==> config.mk <==
export PLATFORM = sky130hd
export DESIGN_NAME = fma_result_stage
export DESIGN_NICKNAME = d
export VERILOG_FILES = /design/src/rtl/fma_pkg.sv /design/src/rtl/fma_classify.sv /design/src/rtl/fma_result_stage.sv
export SDC_FILE = /design/constraint.sdc
export NUM_CORES = 1
export LEC_CHECK = 0
export CORE_MARGIN = 4
export CORE_UTILIZATION = 40
export DETAILED_ROUTE_END_ITERATION = 16
export PLACE_DENSITY = 0.67
export SYNTH_ARGS = -nofsm -noshare
export SYNTH_HDL_FRONTEND = slang
export SYNTH_SLANG_ARGS = --single-unit
==> constraint.sdc <==
create_clock -name clk -period 7.31 [get_ports clk]
set_input_delay 1.8275 -clock clk [delete_from_list [all_inputs] [get_ports clk]]
set_output_delay 1.8275 -clock clk [all_outputs]
set_load 0.01 [all_outputs]
==> src/rtl/fma_pkg.sv <==
// Shared types and constants for the FMA result stage: rounding modes,
// operand classes, flag bit positions and special-value encodings.
package fma_pkg;

  typedef enum logic [1:0] {
    RM_RNE = 2'b00,
    RM_RZ  = 2'b01,
    RM_RDN = 2'b10,
    RM_RUP = 2'b11
  } rmode_e;

  typedef enum logic [2:0] {
    CL_ZERO,
    CL_FINITE,
    CL_INF,
    CL_QNAN,
    CL_SNAN
  } fclass_e;

  localparam int FL_NV = 2;
  localparam int FL_OF = 1;
  localparam int FL_UF = 0;

  // Returned 64 bits wide; callers truncate to their word width.
  function automatic logic [63:0] canon_nan(input int ne, input int nf);
    return (((64'd1 << ne) - 64'd1) << nf) | (64'd1 << (nf - 1));
  endfunction

  function automatic logic [63:0] max_finite(input int ne, input int nf);
    return (((64'd1 << ne) - 64'd2) << nf) | ((64'd1 << nf) - 64'd1);
  endfunction

  function automatic logic cls_nan(input fclass_e c);
    return (c == CL_QNAN) || (c == CL_SNAN);
  endfunction

endpackage

==> src/rtl/fma_classify.sv <==
// Decodes the magnitude bits of one floating-point operand into its class.
module fma_classify import fma_pkg::*; #(
  parameter int NE = 5,
  parameter int NF = 10
) (
  input  logic [NE+NF-1:0] mag_i,
  output fclass_e          cls_o
);

  logic [NE-1:0] e;
  logic [NF-1:0] f;

  assign e = mag_i[NE+NF-1:NF];
  assign f = mag_i[NF-1:0];

  always_comb begin
    if (&e)
      cls_o = (f == '0) ? CL_INF : (f[NF-1] ? CL_QNAN : CL_SNAN);
    else if ((e == '0) && (f == '0))
      cls_o = CL_ZERO;
    else
      cls_o = CL_FINITE;
  end

endmodule

==> src/rtl/fma_result_stage.sv <==
// Two-stage result select for an FMA: resolves special values, overflow,
// underflow and exact-zero signs, and accumulates sticky exception flags.
module fma_result_stage import fma_pkg::*; #(
  parameter  int NE = 5,
  parameter  int NF = 10,
  localparam int W  = 1 + NE + NF
) (
  input  logic         clk,
  input  logic         reset,
  input  logic         inValid,
  output logic         inReady,
  input  logic [W-1:0] x,
  input  logic [W-1:0] y,
  input  logic [W-1:0] z,
  input  logic [W-1:0] prod,
  input  logic [W-1:0] sum,
  input  logic         mulOverflow,
  input  logic         addOverflow,
  input  logic         mulUnderflow,
  input  logic         sumZero,
  input  logic         mul,
  input  logic         add,
  input  logic [1:0]   roundMode,
  output logic         outValid,
  input  logic         outReady,
  output logic [W-1:0] result,
  output logic [2:0]   flags,
  input  logic         flagClr
);

  localparam logic [W-1:0] QNAN = W'(canon_nan(NE, NF));
  localparam logic [W-1:0] MAXF = W'(max_finite(NE, NF));
  localparam logic [W-1:0] INF  = {1'b0, {NE{1'b1}}, {NF{1'b0}}};

  fclass_e cx_d, cy_d, cz_d;
  fma_classify #(.NE(NE), .NF(NF)) u_cls_x (.mag_i(x[W-2:0]), .cls_o(cx_d));
  fma_classify #(.NE(NE), .NF(NF)) u_cls_y (.mag_i(y[W-2:0]), .cls_o(cy_d));
  fma_classify #(.NE(NE), .NF(NF)) u_cls_z (.mag_i(z[W-2:0]), .cls_o(cz_d));

  // Stage 1 state
  logic         s1Valid_q, s1Valid_d;
  logic [W-1:0] x_q, z_q, sum_q;
  logic         prodSign_q, mulOvf_q, addOvf_q, mulUdf_q, sumZero_q, mul_q, add_q;
  rmode_e       rm_q;
  fclass_e      cx_q, cy_q, cz_q;

  // Stage 2 state
  logic         s2Valid_q, s2Valid_d;
  logic [W-1:0] result_q, res_d;
  logic [2:0]   beatFl_q, fl_d, flags_q, flags_d;

  logic s1Load, s1Advance, s2Load, outHs;

  assign s2Load    = !s2Valid_q | outReady;
  assign s1Advance = s1Valid_q & s2Load;
  assign inReady   = !s1Valid_q | s1Advance;
  assign s1Load    = inValid & inReady;
  assign outHs     = s2Valid_q & outReady;
  assign s1Valid_d = s1Load | (s1Valid_q & !s1Advance);
  assign s2Valid_d = s2Load ? s1Valid_q : s2Valid_q;
  // A clear coinciding with a handshake still keeps the departing beat's flags.
  assign flags_d   = (flagClr ? 3'b000 : flags_q) | (outHs ? beatFl_q : 3'b000);

  assign outValid = s2Valid_q;
  assign result   = result_q;
  assign flags    = flags_q;

  logic         mulOnly, addOnly, ps, zs, ovf, pInf, pZero, anyNan, anySnan, toInf;
  fclass_e      cyE, czE;
  logic [W-1:0] zEff;

  always_comb begin
    mulOnly = mul_q & ~add_q;
    addOnly = ~mul_q & add_q;
    ps      = addOnly ? x_q[W-1] : prodSign_q;
    cyE     = addOnly ? CL_FINITE : cy_q;
    czE     = mulOnly ? CL_ZERO : cz_q;
    zEff    = mulOnly ? {ps, {(W-1){1'b0}}} : z_q;
    zs      = zEff[W-1];
    unique case ({mul_q, add_q})
      2'b10:   ovf = mulOvf_q;
      2'b01:   ovf = addOvf_q;
      2'b11:   ovf = addOvf_q | (mulOvf_q & mulUdf_q);
      default: ovf = 1'b0;
    endcase
    anyNan  = cls_nan(cx_q) | cls_nan(cyE) | cls_nan(czE);
    anySnan = (cx_q == CL_SNAN) | (cyE == CL_SNAN) | (czE == CL_SNAN);
    pInf    = (cx_q == CL_INF) | (cyE == CL_INF);
    pZero   = (cx_q == CL_ZERO) | (cyE == CL_ZERO);
    // Overflow rounds to infinity unless the mode rounds toward zero for this sign.
    toInf   = (rm_q == RM_RNE) | ((rm_q == RM_RDN) & ps) | ((rm_q == RM_RUP) & !ps);

    res_d = sum_q;
    fl_d  = 3'b000;
    if (!mul_q && !add_q) begin
      res_d = x_q;
    end else if (anyNan) begin
      res_d       = QNAN;
      fl_d[FL_NV] = anySnan;
    end else if ((pInf && pZero) || (pInf && (czE == CL_INF) && (zs != ps))) begin
      res_d       = QNAN;
      fl_d[FL_NV] = 1'b1;
    end else if (pInf) begin
      res_d = {ps, INF[W-2:0]};
    end else if (czE == CL_INF) begin
      res_d = zEff;
    end else if (ovf) begin
      res_d       = {ps, toInf ? INF[W-2:0] : MAXF[W-2:0]};
      fl_d[FL_OF] = 1'b1;
    end else if (mulUdf_q && (czE == CL_FINITE)) begin
      res_d       = (zs == ps) ? zEff : zEff - {{(W-1){1'b0}}, 1'b1};
      fl_d[FL_UF] = 1'b1;
    end else if (sumZero_q || (pZero && (czE == CL_ZERO))) begin
      res_d = {(zs != ps) ? (rm_q == RM_RDN) : ps, {(W-1){1'b0}}};
    end
  end

  always_ff @(posedge clk) begin
    if (reset) begin
      s1Valid_q <= 1'b0;
      s2Valid_q <= 1'b0;
      result_q  <= '0;
      beatFl_q  <= 3'b000;
      flags_q   <= 3'b000;
    end else begin
      s1Valid_q <= s1Valid_d;
      s2Valid_q <= s2Valid_d;
      flags_q   <= flags_d;
      if (s1Advance) begin
        result_q <= res_d;
        beatFl_q <= fl_d;
      end
    end
  end

  always_ff @(posedge clk) begin
    if (s1Load) begin
      x_q        <= x;
      z_q        <= z;
      sum_q      <= sum;
      prodSign_q <= prod[W-1];
      mulOvf_q   <= mulOverflow;
      addOvf_q   <= addOverflow;
      mulUdf_q   <= mulUnderflow;
      sumZero_q  <= sumZero;
      mul_q      <= mul;
      add_q      <= add;
      rm_q       <= rmode_e'(roundMode);
      cx_q       <= cx_d;
      cy_q       <= cy_d;
      cz_q       <= cz_d;
    end
  end

endmodule

* Yosys cells after proc, flatten, opt, wreduce, memory -nomap -nowiden
Cells that the tools add are included.
Operators by class: add/subtract/negate cells 1, equality and inequality tests 17, multiplexer cells 40, bitwise logic cells 24, reduce and logical (&&, ||, !) cells 33
Operators by type and width (count):
- 16-bit 2-to-1 mux | 10
- 3-bit 2-to-1 mux | 14
- 10-bit zero test | 3
- 3-bit by 2-bit == test with 1-bit output, second input constant | 6
- 16-bit by 1-bit subtractor with 16-bit output, second input constant | 1
- 5-bit zero test | 3
- 5-bit AND reduction | 3
- 1-bit bitwise OR | 12
- 11-bit 2-to-1 mux | 1
- 1-bit 2-to-1 mux | 10
- 1-bit AND | 9
- 3-bit == test, second input constant | 3
- 1-bit logical AND | 9
- 3-bit zero test | 3
- 2-bit == test, second input constant | 4
- 2-bit 2-to-1 mux | 4
- 1-bit zero test | 6
- 1-bit logical OR | 5
- 3-bit by 1-bit == test with 1-bit output, second input constant | 1
- 3-bit bitwise OR | 1
- 1-bit one-hot mux with 3 select lines | 1
- 2-bit by 1-bit == test with 1-bit output, second input constant | 1
- 2-bit zero test | 1
- 1-bit inverter | 2
- 2 further kinds | 2
Word-level totals: flip-flop bits (word level) 90, bits of input ports 93, output and inout port bits 21, logic and storage cells 134

* Depth between registers and ports, before layout
Gate-level depths: netlist of the first run.
word-level depth 15, depth in mapped cells 8

* Cells and area by module
From an unflattened synthesis of the first run, not the netlist that was laid out.
Second synthesis, totals: cell total of the unflattened synthesis 400, area total of the unflattened synthesis 4425.5 µm²
By module, submodules not included:
- fma_result_stage | times used 1, cells an instance 364, area each 4204.0 µm², seq. area each 2462.4 µm²
- fma_classify | times used 3, cells an instance 12, area each 73.8 µm², seq. area each 0.0 µm²

* Worst setup path after synthesis of the first run
OpenSTA, ideal clock, no wires.
path type input -> register, start point input port outReady, end point register addOvf_q, enable pin, library setup time 0.431 ns, data arrival time 3.584 ns, data required time 6.879 ns, setup slack 3.294 ns, stages 3, buffers on the path 0, cell sequence nor2b_1 -> nand2_1 -> and2_1
Between the ends: cells in the longest elaborated chain, start to end 4
RTL lines:
- start: declaration | line fma_result_stage.sv:25 | input logic outReady,
- 1-bit bitwise OR | line fma_result_stage.sv:54 | assign s2Load = !s2Valid_q | outReady;
- 1-bit AND | line fma_result_stage.sv:55 | assign s1Advance = s1Valid_q & s2Load;
- 1-bit bitwise OR | line fma_result_stage.sv:56 | assign inReady = !s1Valid_q | s1Advance;
- via inReady | line fma_result_stage.sv:11 | output logic inReady,
- 1-bit AND | line fma_result_stage.sv:57 | assign s1Load = inValid & inReady;
- via s1Load | line fma_result_stage.sv:52 | logic s1Load, s1Advance, s2Load, outHs;
- end signal: assignment | line fma_result_stage.sv:143 | addOvf_q <= addOverflow;
- end: declaration | line fma_result_stage.sv:43 | logic prodSign_q, mulOvf_q, addOvf_q, mulUdf_q, sumZero_q, mul_q, add_q;
The timed path passes the listed nets, and every way through them passes these cells. A chain may end at the register's enable or synchronous reset.

* Final worst setup path of the first run
start point input port outReady, end point output port inReady
Between the ends: cells in the longest elaborated chain, start to end 3
RTL lines (line):
- 1-bit bitwise OR | fma_result_stage.sv:54
- 1-bit AND | fma_result_stage.sv:55
- 1-bit bitwise OR | fma_result_stage.sv:56
- end: declaration | fma_result_stage.sv:11
No other way between the ends.

==> results of run 1 <==
-- final timing paths --
path                            cells after the start          end  slack, ns
worst max register to register                      7    result[3]       4.19
worst min-delay path                                2  beatFl_q[1]       0.47
worst min register to register                      2  beatFl_q[1]       0.47
worst max-delay path                                4      inReady       2.40
-- cell usage after synthesis (5+ instances only) --
cell type,instances,area (um2)
clkbuf_1,11,41.3
nand2_1,22,82.6
nand3_1,17,85.1
and3_1,7,43.8
or4_1,9,67.6
and2_1,6,37.5
inv_1,8,30.0
xnor2_1,6,52.6
nor2b_1,5,31.3
nand4_1,5,31.3
a31oi_1,7,43.8
o21ai_0,13,65.1
nor4_1,11,68.8
nor2_1,44,165
a32oi_1,8,70.1
o211ai_1,5,37.5
dfxtp_1,24,480
or3_1,5,31.3
nor3_1,13,65.1
buf_2,5,25.0
a21oi_1,29,145
edfxtp_1,66,1980
a221oi_1,7,61.3
-- worst reg2reg max path: stages, from the launching register on --
cell and delay [ns]:
edfxtp_1 0.69, nand2b_2 0.58, and4_1 0.67, a21oi_1 0.09
buf_4 0.23, a211o_1 0.32, a221oi_1 0.32, nor4_1 0.09
-- stage by stage --
stage / utilization (%) / cell area (um2)
after global routing: 52.6 / 5730
after global placement: 50.9 / 5540
after detailed placement: 50.9 / 5540
after CTS: 52.6 / 5730
final: 52.6 / 5730
after floorplan: - / 4480
-- routing by layer --
metal	routed length (um)	vias up	track usage, %
li1	-	1812	-
met1	5640	1837	28.0
met2	5610	194	29.0
met3	1030	22	3.08
met4	250	0	7.44
met5	0	-	0
-- area by class of cell --
type                    instances  share of cell area (%)
clock inverters                 5                   0.961
clock buffers                  11                    2.29
inverters                       8                   0.524
repair buffers                 99                    17.2
well taps                     140                    3.06
flip-flops and latches         90                    43.0
multi-input cells             296                    32.9
-- kinds of logic (layout without fill, tap and decap cells) --
kind of cell               after synthesis  in the layout  share of synthesized area, %
and+or+nand+nor                        171            171                          21.2
AOI/OAI and AO/OA                      110            110                          17.6
DFF                                     90             90                          54.9
buffers and inverters                   28            123                          2.99
xor gates and xnor gates                 9              9                          1.76
muxes                                    4              4                         0.921
adders and majority gates                2              2                         0.530
-- sequential cells by signal, summed over array words and instances, names as in the netlist --
signal      flops
mul_q           1
cy_q            3
mulUdf_q        1
result         16
add_q           1
s1Valid_q       1
z_q            16
mulOvf_q        1
sumZero_q       1
x_q            16
flags           3
addOvf_q        1
cx_q            3
sum_q          16
outValid        1
rm_q            2
cz_q            3
beatFl_q        3
prodSign_q      1
-- power by group through the flow --
stage	Sequential (mW)	Clock, mW	Combinational (mW)
CTS	0.604	0.338	0.176
global placement	0.615	0	0.172
detailed placement	0.615	0	0.175
floorplan	0.608	0	0.0911
finish	0.605	0.331	0.177
global route	0.608	0.360	0.191
==> impl_metrics.yaml, run 1 <==
run_status:
  status: "complete, no violations"
logic_synthesis:
  synth_ff_type: "edfxtp_1"
  synth_seq_cells: 90
  synth_warnings: 0
  synth_edf_count: 66
  syn_inst: 414
  ys_types: 69
  syn-num-nets: 508
  syn_area_um2: 4480
  syn_avg_cell_area_um2: 10.8
  seq_area_frac_synth_pct: 54.9
  synthArstFlopShare_pct: 0
critical_path:
  cp-start-kind: "input pin"
  path_cells: "clkdlybuf4s50_1, nor2b_1, nand2_1, clkdlybuf4s50_1"
  critPathMaxFanout: 5
  cp_common_cell: "clkdlybuf4s50_1"
  arrival_ns: 3.08
  cpMaxStageDelayCell: "clkdlybuf4s50_1"
  crit_path_end_kind: "primary output"
  slowest_delay_ns: 0.48
  critical-path-top-delay-family: "buffers and inverters"
  r2r-start: "add_q"
  cp.required_ns: 5.48
  crit_path_start: "outReady"
  critical_path_class: "in2out"
  cp_num_buf_inv: 2
route:
  post-route-drc-count: 0
  vias: 3865
  avgViaCountPerCell: 5.96
  ant_nets: 0
  dr.pass1.iters: 5
  drt_wl_total_um: 12500
  drt_iter0_drc: 468
  avgRoutedWirePerCell_um: 19.3
finish:
  multi_input_comb_area_um2: 1890
  syn2layout_area_growth_pct: 27.8
  register_area_um2: 2460
  drive_gt1_share_pct: 6.29
  layout.nets: 598
  final_cells: 649
  nFillCells: 989
  antenna_cells: 0
  final_cell_mix: "clkdlybuf4s50_1, edfxtp_1, nor2_1, a21oi_1, dfxtp_1"
  final_common_cell: "clkdlybuf4s50_1"
clocking:
  clk_latency_ns: 0.37
  cts_tree: "built"
  ctsResizeCount: 0
  cts_buffers: 9
  cts_root_buf: "clkbuf_8"
  h-tree-depth: 3
  cts_num_sinks: 90
  hold_buffers: 0
  clkTransAtPathRegs_ns: 0.08
  clk_path_buf_depth: 2
  post_cts_buffers: 0
sta:
  finalHoldViolations: 0
  setup_viol: 0
  max_freq_ghz: 0.204
  fin_ws_ns: 2.40
  worst_hold_slack_ns: 0.468
  fin_setup_tns_ns: 0
  rsz0062_at_grt: "no"
  relSlewSlack_pct: 39.6
  worst_slew_pin_slew_ns: 0.898
  fin_crit_sh_pct: 67.2
  maxSlewViolCount: 0
  clock_skew_ns: 0.0106
  period_minus_slack_ns: 4.91
pwr:
  p_per_area_nw_per_um2: 194
  swShare_pct: 25.9
  p_total_mw: 1.11
  pwr-share-clk_pct: 29.7
  power.leakage_nw: 1.91
  ir_worst_vdd_uv: 82.5
  power_frac_comb_pct: 15.9
  pwr-share-seq_pct: 54.4
  switchingPower_mw: 0.288
  p_int_mw: 0.824
flow_run:
  drv_cap: 0
placed_design:
  post-place-ws_ns: 2.40
  dpl.cell_count: 633
  io_buffers: 97
  place_congestion: 0.939
  hpwl_um: 9240
global_routing:
  grt_pass1_vias: 3694
  grt.total_usage_pct: 19.3
  grt_max_degree: 67
  grt_overflow: 0
  grt_pass1_wl_um: 19500
  antenna_found_initial: 0
die:
  rows: 38
  core_um2: 10900
  fp.dieH_um: 114
  die-area_um2: 13000
  num_io_pins: 114
  die_x_um: 114
  initial_utilization_pct: 41.2
min_path:
  min_from: "beatFl_q[1]"
  holdCritPathClass: "reg2reg"
(Power assumes the default switching activity.)
==> run 2, diff against run 1 <==
clock period = 5.1 ns   (was 7.31 ns; I/O delays follow)
==> run 2 against run 1 <==
Against the previous run:
- critical path depth did not move
- register-to-register slack got worse by 2.2 ns
- worst hold slack got worse by 0.0041 ns
==> impl_metrics.yaml, run 2 (same netlist as run 1, synthesis figures left out) <==
sta:
  setup_viol: 0
  max_freq_ghz: 0.261
  worst_slew_pin_slew_ns: 0.981
  clock_skew_ns: 0.0136
  finalHoldViolations: 0
  fin_crit_sh_pct: 75.2
  fin_setup_tns_ns: 0
  relSlewSlack_pct: 34.0
  maxSlewViolCount: 0
  rsz0062_at_grt: "no"
  period_minus_slack_ns: 3.84
clocking:
  cts_num_sinks: 90
  clkTransAtPathRegs_ns: 0.09
  h-tree-depth: 3
  clk_path_buf_depth: 2
  hold_buffers: 0
  ctsResizeCount: 0
  cts_buffers: 9
  clk_latency_ns: 0.37
  post_cts_buffers: 0
  cts_root_buf: "clkbuf_8"
  cts_tree: "built"
route:
  avgRoutedWirePerCell_um: 19.5
  drt_wl_total_um: 12600
  post-route-drc-count: 0
  wl_met3_um: 989
  avgViaCountPerCell: 6.00
  top_layer_used: "met4"
  vias: 3896
  wl_met2_um: 5690
  wirelength_met1_um: 5750
  drt_iter0_drc: 464
  ant_nets: 0
  dr.pass1.iters: 5
pwr:
  p_per_area_nw_per_um2: 270
  ir_worst_vdd_uv: 159
  power.leakage_nw: 1.89
die:
  num_io_pins: 114
  rows: 38
  initial_utilization_pct: 41.2
  die-area_um2: 13000
  fp.dieH_um: 114
  core_um2: 10900
  die_x_um: 114
finish:
  syn2layout_area_growth_pct: 27.2
  antenna_cells: 0
  final_cell_mix: "clkdlybuf4s50_1, edfxtp_1, nor2_1, a21oi_1, dfxtp_1"
  postLayoutCellArea_um2: 5700
  final_common_cell: "clkdlybuf4s50_1"
  layout.nets: 598
  nFillCells: 987
  drive_gt1_share_pct: 6.09
critical_path:
  reg2reg_slack_ns: 1.95
  cp-start-kind: "input pin"
  arrival_ns: 2.56
  critPathMaxFanout: 5
  crit_path_end_kind: "primary output"
  cp.required_ns: 3.83
  critical_path_class: "in2out"
global_routing:
  grt_pass1_wl_um: 19900
  grt_pass1_vias: 3694
  antenna_found_initial: 0
  grt_overflow: 0
  grt_max_degree: 67
  grt.total_usage_pct: 19.7
min_path:
  holdCritPathClass: "reg2reg"
placed_design:
  place_congestion: 0.933
  place_area_um2: 5540
  io_buffers: 97
  hpwl_um: 9280
flow_run:
  drv_cap: 0
run_status:
  status: "complete, no violations"
[run 2: cell types whose count changed in the layout (fill, tap and decap cells not counted), sizes merged]
cell / change
clkinvlp: +2
bufinv: -1
clkinv: -1
[run 2: report_power, final]
part | switching (mW) | internal (mW) | total, mW
Sequential | 0.0360 | 0.830 | 0.866
Clock | 0.248 | 0.174 | 0.422
Combinational | 0.129 | 0.125 | 0.254
[run 2: per-layer routing]
metal / up-vias / track usage (%)
li1: 1815 / -
met1: 1860 / 28.2
met2: 200 / 29.3
met3: 21 / 4.35
met4: 0 / 7.36
met5: - / 0
[run 2: area by class of cell]
type                       instances  area [um2]  share of cell area [%]
clock inverter                     5        31.3                   0.548
sequential                        90        2460                    43.2
clock buffer                      11         131                    2.30
timing repair buffer              99         986                    17.3
tap                              140         175                    3.07
inverter                           8        30.0                   0.527
multi-input combinational        296        1890                    33.1
[run 2: worst paths after layout]
| path | from | end | cells after the start |
|---|---|---|---|
| worst max-delay path | outReady | inReady | 4 |
| worst min register to register | beatFl_q[1] | beatFl_q[1] | 2 |
| worst max register to register | add_q | result[3] | 7 |
| worst min-delay path | beatFl_q[1] | beatFl_q[1] | 2 |
[run 2: metrics by stage]
stage          power, mW  util (%)  instances  hold WS [ns]  worst slack, ns
2_1_floorplan       1.00         -        414         0.432             1.64
3_3_place_gp        1.13      50.9        633         0.448             1.31
3_5_place_dp        1.13      50.9        633         0.451             1.27
4_1_cts             1.55      52.4        649         0.463             1.27
5_1_grt             1.61      52.4        649         0.487             1.21
6_report            1.54      52.4        649         0.464             1.26
[run 2: worst max-delay path: stages]
cell and delay [ns]:
clkdlybuf4s50_1 0.49, nor2b_1 0.23, nand2_1 0.09, clkdlybuf4s50_1 0.48
==> run 3, diff against run 2 <==
PLACE_DENSITY = 0.7   (was 0.67)
clock period = 3.2 ns   (was 5.1 ns; I/O delays follow)
==> run 3 against run 2 <==
Against the previous run:
- utilization is 1.0 points higher
- final area is 1.9% higher
- first-iteration DRC count is 11% higher
- clock power is 58% higher
- sequential cell count stayed put
- clock skew is 0.0058 ns lower
- global-route usage is 0.14 points higher
- critical path type unchanged
- via count is 0.49% higher
- count of clock-buffer cells in the layout stayed put
- sequential share of layout area is 0.82 points lower
- combinational power is 66% higher
==> impl_metrics.yaml, run 3 (same netlist as run 1, synthesis figures left out) <==
run_status:
  status: "complete, no violations"
finish:
  nFillCells: 987
  drive_gt1_share_pct: 8.43
  layout.nets: 611
  syn2layout_area_growth_pct: 29.7
  final_cell_mix: "clkdlybuf4s50_1, edfxtp_1, nor2_1, a21oi_1, dfxtp_1"
  register_area_um2: 2460
  final_common_cell: "clkdlybuf4s50_1"
  antenna_cells: 0
  multi_input_comb_area_um2: 1890
  final_util_pct: 53.4
global_routing:
  grt_overflow: 0
  grt_pass1_wl_um: 20000
  grt_pass1_vias: 3720
  grt_max_degree: 67
  antenna_found_initial: 0
  grt.total_usage_pct: 19.8
critical_path:
  cp.required_ns: 2.40
  critical_path_class: "in2out"
  slowest_delay_ns: 0.48
  cp_common_cell: "clkdlybuf4s50_1"
  cp-start-kind: "input pin"
  critical-path-top-delay-family: "buffers and inverters"
  path_cells: "clkdlybuf4s50_1, nor2b_1, nand2_1, clkdlybuf4s50_1"
  cpMaxStageDelayCell: "clkdlybuf4s50_1"
  arrival_ns: 2.06
  cp_num_buf_inv: 2
  critPathMaxFanout: 5
  crit_path_end_kind: "primary output"
sta:
  clock_skew_ns: 0.00789
  finalHoldViolations: 0
  period_minus_slack_ns: 2.86
  maxSlewViolCount: 0
  worst_slew_pin_slew_ns: 0.728
  relSlewSlack_pct: 51.3
  setup_viol: 0
  rsz0062_at_grt: "no"
  max_freq_ghz: 0.350
  fin_setup_tns_ns: 0
  fin_crit_sh_pct: 89.3
die:
  die_x_um: 114
  num_io_pins: 114
  initial_utilization_pct: 41.2
  fp.dieH_um: 114
  core_um2: 10900
  rows: 38
  die-area_um2: 13000
clocking:
  ctsResizeCount: 0
  clk_latency_ns: 0.37
  clkTransAtPathRegs_ns: 0.08
  cts_tree: "built"
  cts_buffers: 9
  hold_buffers: 0
  clk_path_buf_depth: 2
  post_cts_buffers: 0
  cts_num_sinks: 90
  h-tree-depth: 3
  cts_root_buf: "clkbuf_8"
route:
  drt_iter0_drc: 517
  avgRoutedWirePerCell_um: 19.0
  dr.pass1.iters: 5
  post-route-drc-count: 0
  avgViaCountPerCell: 5.91
  drt_wl_total_um: 12600
  ant_nets: 0
  vias: 3915
flow_run:
  drv_cap: 0
pwr:
  ir_worst_vdd_uv: 232
  p_per_area_nw_per_um2: 425
  power.leakage_nw: 1.97
placed_design:
  io_buffers: 97
  hpwl_um: 9520
  place_congestion: 0.919
min_path:
  holdCritPathClass: "reg2reg"
## run 3: cell count changes in the layout (fill, tap and decap cells not counted), sizes merged
| cell | delta |
|---|---|
| clkinv | +3 |
| clkinvlp | -3 |
| buf | +13 |
## run 3: layout make-up
type | instances | area share (%)
Clock buffer | 11 | 2.26
Clock inverter | 5 | 0.538
Inverter | 8 | 0.517
Multi-Input combinational cell | 296 | 32.5
Sequential cell | 90 | 42.4
Tap cell | 140 | 3.01
Timing Repair Buffer | 112 | 18.9
## run 3: report_power, final
part	internal (mW)	leakage [nW]	switching (mW)	total, mW
Sequential	1.32	0.837	0.0547	1.38
Combinational	0.213	1.05	0.210	0.422
Clock	0.279	0.0809	0.389	0.668
Total	1.81	1.97	0.654	2.47
## run 3: worst reg2reg max path, delay by kind of cell, from the launching register on
family | cells | cell delay (ns)
AO/OA/AOI/OAI | 3 | 0.91
AND/OR/NAND/NOR | 2 | 0.65
flip-flops | 1 | 0.56
multiplexers | 1 | 0.35
## run 3: final timing paths
check / slack [ns] / depth (start not counted) / startpoint / endpoint
hold / removal: 0.47 / 2 / beatFl_q[1] / beatFl_q[1]
setup reg to reg: 0.65 / 6 / z_q[10] / result[15]
setup / recovery: 0.34 / 4 / outReady / inReady
hold reg to reg: 0.47 / 2 / beatFl_q[1] / beatFl_q[1]
## run 3: per-layer routing
| layer | up-vias | GRT usage (%) | wire length, um |
|---|---|---|---|
| li1 | 1839 | - | - |
| met1 | 1886 | 28.2 | 5750 |
| met2 | 161 | 30.0 | 5670 |
| met4 | 0 | 8.23 | 380 |
| met5 | - | 0 | 0 |
| met3 | 29 | 3.45 | 811 |
## run 3: stage by stage
stage | instance area (um2) | total power [mW] | hold WS, ns | setup WS [ns] | instances
finish | 5810 | 2.47 | 0.467 | 0.341 | 662
global route | 5810 | 2.59 | 0.493 | 0.286 | 662
CTS | 5810 | 2.49 | 0.470 | 0.348 | 662
detailed placement | 5650 | 1.82 | 0.457 | 0.353 | 646
global placement | 5650 | 1.81 | 0.447 | 0.355 | 646
floorplan | 4480 | 1.60 | 0.432 | 0.212 | 414
